$ cat src/rtl/rr_arb4.sv
// rr_arb4: 4-way round-robin arbiter with held grants and registered mux select.
// Optional forced release after MAX_HOLD cycles when RR_ARB4_TIMEOUT_EN is defined.
module rr_arb4 #(
    parameter int MAX_HOLD = 15
) (
    input  logic       clk,
    input  logic       rst,
    input  logic [3:0] req,
    // owner-done strobe; "release" itself is a reserved word in SystemVerilog
    input  logic       rel,
    output logic [1:0] sel,
    output logic [3:0] gnt,
    output logic       gnt_valid,
    output logic       timeout
);

    localparam logic [0:0] IDLE = 1'b0;
    localparam logic [0:0] BUSY = 1'b1;

    if (MAX_HOLD < 1 || MAX_HOLD > 255) begin : g_bad_max_hold
        $error("rr_arb4: MAX_HOLD must be in 1..255");
    end

    logic [0:0] state;
    logic [1:0] last;
    logic [1:0] pick;
    logic       found;

`ifdef RR_ARB4_TIMEOUT_EN
    localparam logic [7:0] HOLD_END = 8'(MAX_HOLD - 1);
    logic [7:0] hold_cnt;
`endif

    // Scan last+1 .. last+4 (mod 4) and take the first requester found
    always_comb begin
        pick  = 2'd0;
        found = 1'b0;
        for (int k = 1; k <= 4; k++) begin
            logic [1:0] idx;
            idx = last + k[1:0];
            if (!found && req[idx]) begin
                pick  = idx;
                found = 1'b1;
            end
        end
    end

    // Arbitration FSM: grant in IDLE, hold in BUSY until (forced) release
    always_ff @(posedge clk) begin
        if (rst) begin
            state     <= IDLE;
            sel       <= 2'd0;
            gnt       <= 4'd0;
            gnt_valid <= 1'b0;
            timeout   <= 1'b0;
            last      <= 2'd3;
`ifdef RR_ARB4_TIMEOUT_EN
            hold_cnt  <= 8'd0;
`endif
        end else begin
            timeout <= 1'b0;
            case (state)
                IDLE: begin
                    if (found) begin
                        sel       <= pick;
                        gnt       <= 4'(4'b0001 << pick);
                        gnt_valid <= 1'b1;
                        state     <= BUSY;
`ifdef RR_ARB4_TIMEOUT_EN
                        hold_cnt  <= 8'd0;
`endif
                    end
                end
                BUSY: begin
                    if (rel) begin
                        last      <= sel;
                        gnt       <= 4'd0;
                        gnt_valid <= 1'b0;
                        state     <= IDLE;
`ifdef RR_ARB4_TIMEOUT_EN
                    end else if (hold_cnt == HOLD_END) begin
                        last      <= sel;
                        gnt       <= 4'd0;
                        gnt_valid <= 1'b0;
                        timeout   <= 1'b1;
                        state     <= IDLE;
                    end else begin
                        hold_cnt  <= hold_cnt + 8'd1;
`endif
                    end
                end
                default: state <= IDLE;
            endcase
        end
    end

endmodule

$ cat config.mk
export PLATFORM = sky130hd
export DESIGN_NAME = rr_arb4
export DESIGN_NICKNAME = d
export VERILOG_FILES = /design/src/rtl/rr_arb4.sv
export SDC_FILE = /design/constraint.sdc
export NUM_CORES = 1
export LEC_CHECK = 0
export ABC_AREA = 0
export BUFFER_PORTS_ARGS = -buffer_cell sky130_fd_sc_hd__buf_2
export CAP_MARGIN = 10
export CORE_AREA = 2 2 39 41
export DETAILED_ROUTE_END_ITERATION = 10
export DIE_AREA = 0 0 41 43
export SLEW_MARGIN = 20
export SYNTH_ARGS = -nofsm -noshare
export SYNTH_HDL_FRONTEND = slang
export SYNTH_SLANG_ARGS = --single-unit
export TNS_END_PERCENT = 5
$ cat constraint.sdc
create_clock -name clk -period 1.2 [get_ports clk]
set_input_delay 0.06 -clock clk [delete_from_list [all_inputs] [get_ports clk]]
set_output_delay 0.06 -clock clk [all_outputs]
set_load 0.02 [all_outputs]
==> flow_summary.rst <==
.. list-table::
   :header-rows: 1

   * - Metric
     - Value
   * - Hold-fix buffer count after cts
     - 0
   * - Die height
     - 43 µm
   * - Number of vias in the routed layout
     - 495
   * - Share of flip-flops with an asynchronous set or reset after synthesis
     - 0%
   * - Insertion delay to the later sink of the worst-skew pair
     - ~0.27 ns
   * - Clock slew seen by the registers of the worst setup and hold paths
     - approximately 0.060 ns
   * - Hold worst-path end
     - gnt_valid
   * - Critical Setup Path Class
     - flop to flop
   * - Clock Tree Buf Depth
     - 2
   * - F_max
     - 0.798 GHz
   * - Part of the total power dissipated in the clock network
     - 28.7%
   * - Leading area contributor after synthesis
     - sky130_fd_sc_hd__dfxtp_1
   * - Power per standard cell area
     - 1170 mW/mm²
   * - Count of flip-flops with a built-in enable after synthesis
     - 0
   * - Worst hold path class
     - input port to flop
   * - Net Sw Frac
     - a little under a third
   * - Maximum number of pins on one net before global-route repair
     - 12
   * - Run status
     - finished with violations
   * - Part of the power in combinational logic
     - between 20% and 30%
   * - Via count of the first global-routing pass
     - 474
   * - Post-synthesis to final-layout area growth
     - 42.1%
   * - Number of levels the H-tree was split into
     - 1
   * - Initial core utilization
     - between 30% and 40%
   * - Min Tclk post-route
     - 1.25 ns
   * - Sequential-to-total area share from yosys stat
     - between 40% and 50%
   * - Total buffers and inverters traversed by the critical path
     - 0
   * - Min Hold Slack
     - around 0.030 ns
   * - Total net switching power
     - 243 µW
   * - Dpl hpwl
     - 756 µm
   * - Synth area leaders
     - sky130_fd_sc_hd__dfxtp_1, sky130_fd_sc_hd__nand3b_1, sky130_fd_sc_hd__nand2b_1
   * - DRT Wirelength
     - 1.14 mm
   * - DR pass1 iterations
     - 4
   * - Total power draw
     - 808 µW
   * - Leakage
     - about 0.00031 µW
   * - Total global routing track utilization
     - 16.0%
   * - Post-synthesis area per instance
     - 9.21 µm²
   * - Max_cap viols
     - 0
   * - TritonCTS Buffers
     - 3
   * - Share of layout cells above drive strength 1
     - approximately 51%
   * - Rows
     - 14
   * - Post-detailed-route wirelength per cell
     - 12.5 µm
   * - Share of the synthesized area in the top cell type
     - 41.0%
   * - Clock root cell
     - sky130_fd_sc_hd__clkbuf_4
   * - Number of synthesis warnings
     - 0
   * - Drt via density
     - 5.44
   * - Launch point of the worst reg-to-reg path
     - last[0]
   * - Met3 Track Usage GR
     - 3.14%
   * - Met2 Resource Use GR
     - roughly 25%
   * - Number of distinct library cells after synthesis
     - 28
   * - DRC
     - 0
   * - Depth of the most critical reg-to-reg path
     - 4
   * - Top cells by instance count after synthesis
     - sky130_fd_sc_hd__dfxtp_1, sky130_fd_sc_hd__nand3b_1, sky130_fd_sc_hd__inv_1, sky130_fd_sc_hd__nand2b_1, sky130_fd_sc_hd__nor2_1
   * - Internal power
     - around 570 µW
   * - Worst vdd ir
     - 0.549 mV
   * - TritonCTS clock tree
     - done
   * - Setup skew after layout
     - 0.000195 ns
   * - Most instantiated library cell after synthesis
     - sky130_fd_sc_hd__dfxtp_1
   * - Count of buffers inserted at the top-level ports
     - 13
   * - Final design area excluding fillers
     - 693 µm²
   * - Endpoint of the lowest-slack register-to-register path
     - gnt[0]
   * - Post-DRT Antenna Nets
     - 0
   * - Antenna diode count
     - 0
   * - Clock sink count
     - 10
   * - Slack of the critical path
     - -0.0538 ns
   * - Max FO, Critical Path
     - 4
   * - Placeable core region
     - 0.00138 mm²
   * - Sum of overflow across all layers after global routing
     - 0
   * - Post-synth top flop
     - sky130_fd_sc_hd__dfxtp_1
   * - Stages on worst setup path
     - 4
   * - DR iter-0 viols
     - 11
   * - Wire length of the first global-routing pass
     - 1.90 mm
   * - Setup repair after global routing missed its margin
     - yes
   * - Critical-path top delay cell
     - sky130_fd_sc_hd__or4_4
   * - CP Cell Sequence
     - nand3b_1, a31oi_4, or4_4, o32ai_2
   * - Violated checks
     - negative setup slack
   * - Crit path max-delay family
     - simple AND/OR/NAND/NOR gates
   * - Flop pwr share
     - 47.0%
   * - Worst EP required
     - 1.39 ns
   * - Reg2reg setup slack
     - -0.05 ns
   * - Number of synthesized register bits
     - 10
   * - Horizontal extent of the die
     - slightly above 40 µm
   * - Die area
     - 0.00176 mm²
   * - Setup-failing EPs final
     - 4
   * - Highest-utilization routing layer at the global route stage
     - met2
   * - Cell depth of the worst min-delay path
     - 2
   * - Crit end category
     - flop
   * - Global Route met1 Usage
     - between 10% and 20%
   * - Number of antenna violations at the first check in global routing
     - 0
   * - Cell count after synthesis
     - 53
   * - Post-route clock period utilization
     - 104%
   * - Placement-stage cell area
     - 607 µm²
   * - Largest stage delay, worst path
     - 0.44 ns
   * - Post-Syn Nets
     - 60
   * - Final estimated routing congestion in global placement
     - 0.758
   * - Syn Std Cell Area
     - 488 µm²
   * - Hold Crit Start
     - rel
   * - Nature of the critical path startpoint
     - flop
   * - Worst path arrival time
     - roughly 1.4 ns
   * - Max-slew violation count
     - 0
   * - I/O pin count
     - 15
   * - Final hold violation count
     - 0
   * - Nets@finish
     - 84
## state kept, by name, summed over array words and instances, names as in the netlist
name	count
gnt	4
gnt_valid	1
sel	2
state	1
last	2
## kinds of logic after synthesis
family | share of synthesized area (%)
other | 0.768
multiplexers | 2.05
AO/OA/AOI/OAI | 25.1
flip-flops | 41.0
AND/OR/NAND/NOR | 24.6
buffers and inverters | 6.41
## layout make-up
cell class,count,area (µm²)
clock buffer,3,22.5
multi-input combinational,38,305
fill,138,691
tap,16,20.0
sequential,10,209
timing repair buffer,21,125
inverter,3,11.3
## power by group through the flow
stage | sequential, µW | combinational, µW | clock, µW
2_1_floorplan | 406 | 79.3 | 0
3_3_place_gp | 384 | 162 | 0
3_5_place_dp | 385 | 161 | 0
4_1_cts | 379 | 189 | 234
5_1_grt | 384 | 211 | 247
6_report | 380 | 196 | 232
## layout by cell type (no fill, tap or decap), types with 2 or more instances in the layout
| master | netlist | layout |
|---|---|---|
| sky130_fd_sc_hd__inv_1 | 3 | 3 |
| sky130_fd_sc_hd__dfxtp_1 | 10 | 7 |
| sky130_fd_sc_hd__clkbuf_4 | 0 | 3 |
| sky130_fd_sc_hd__nand2b_1 | 3 | 2 |
| sky130_fd_sc_hd__nor2_1 | 3 | 3 |
| sky130_fd_sc_hd__dfxtp_4 | 0 | 2 |
| sky130_fd_sc_hd__buf_4 | 1 | 8 |
| sky130_fd_sc_hd__and3_1 | 2 | 2 |
| sky130_fd_sc_hd__buf_2 | 0 | 13 |
| sky130_fd_sc_hd__nand3b_1 | 4 | 4 |
| sky130_fd_sc_hd__o21ai_0 | 2 | 2 |
| sky130_fd_sc_hd__nand2_1 | 2 | 2 |
## through the flow
step / worst slack [ns] / setup TNS [ns] / utilization (%) / cells
2_1_floorplan: -0.0476 / -0.0801 / - / 53
3_3_place_gp: -0.102 / -0.191 / 43.9 / 87
3_5_place_dp: -0.132 / -0.260 / 43.9 / 87
4_1_cts: -0.0299 / -0.0690 / 49.2 / 91
5_1_grt: -0.102 / -0.437 / 50.1 / 91
6_report: -0.0538 / -0.140 / 50.1 / 91
## worst reg2reg max path, stage by stage (launching register included)
cell,delay [ns]
sky130_fd_sc_hd__dfxtp_4,0.37
sky130_fd_sc_hd__nand3b_1,0.16
sky130_fd_sc_hd__a31oi_4,0.11
sky130_fd_sc_hd__or4_4,0.44
sky130_fd_sc_hd__o32ai_2,0.09
## how the worst max path moves through the flow
stage	from	end	slack [ns]
after floorplan	last[1]	gnt[0]	-0.05
after global placement	last[0]	gnt[1]	-0.10
after detailed placement	last[0]	gnt[1]	-0.13
after CTS	last[0]	gnt[0]	-0.03
after global routing	last[0]	gnt[0]	-0.10
final	last[0]	gnt[0]	-0.05
## routing by layer
| metal | wire [µm] | part of all wire (%) |
|---|---|---|
| met4 | 27 | 2.4 |
| met1 | 460 | 40 |
| met5 | 0 | 0 |
| met3 | 88 | 7.7 |
| met2 | 565 | 50 |
## repair_timing
item	in CTS	in global routing
setup buffers	1	0
endpoints found under the setup margin	3	7
gates resized for setup	9	4
pin swaps	5	0
(Power assumes the default switching activity.)
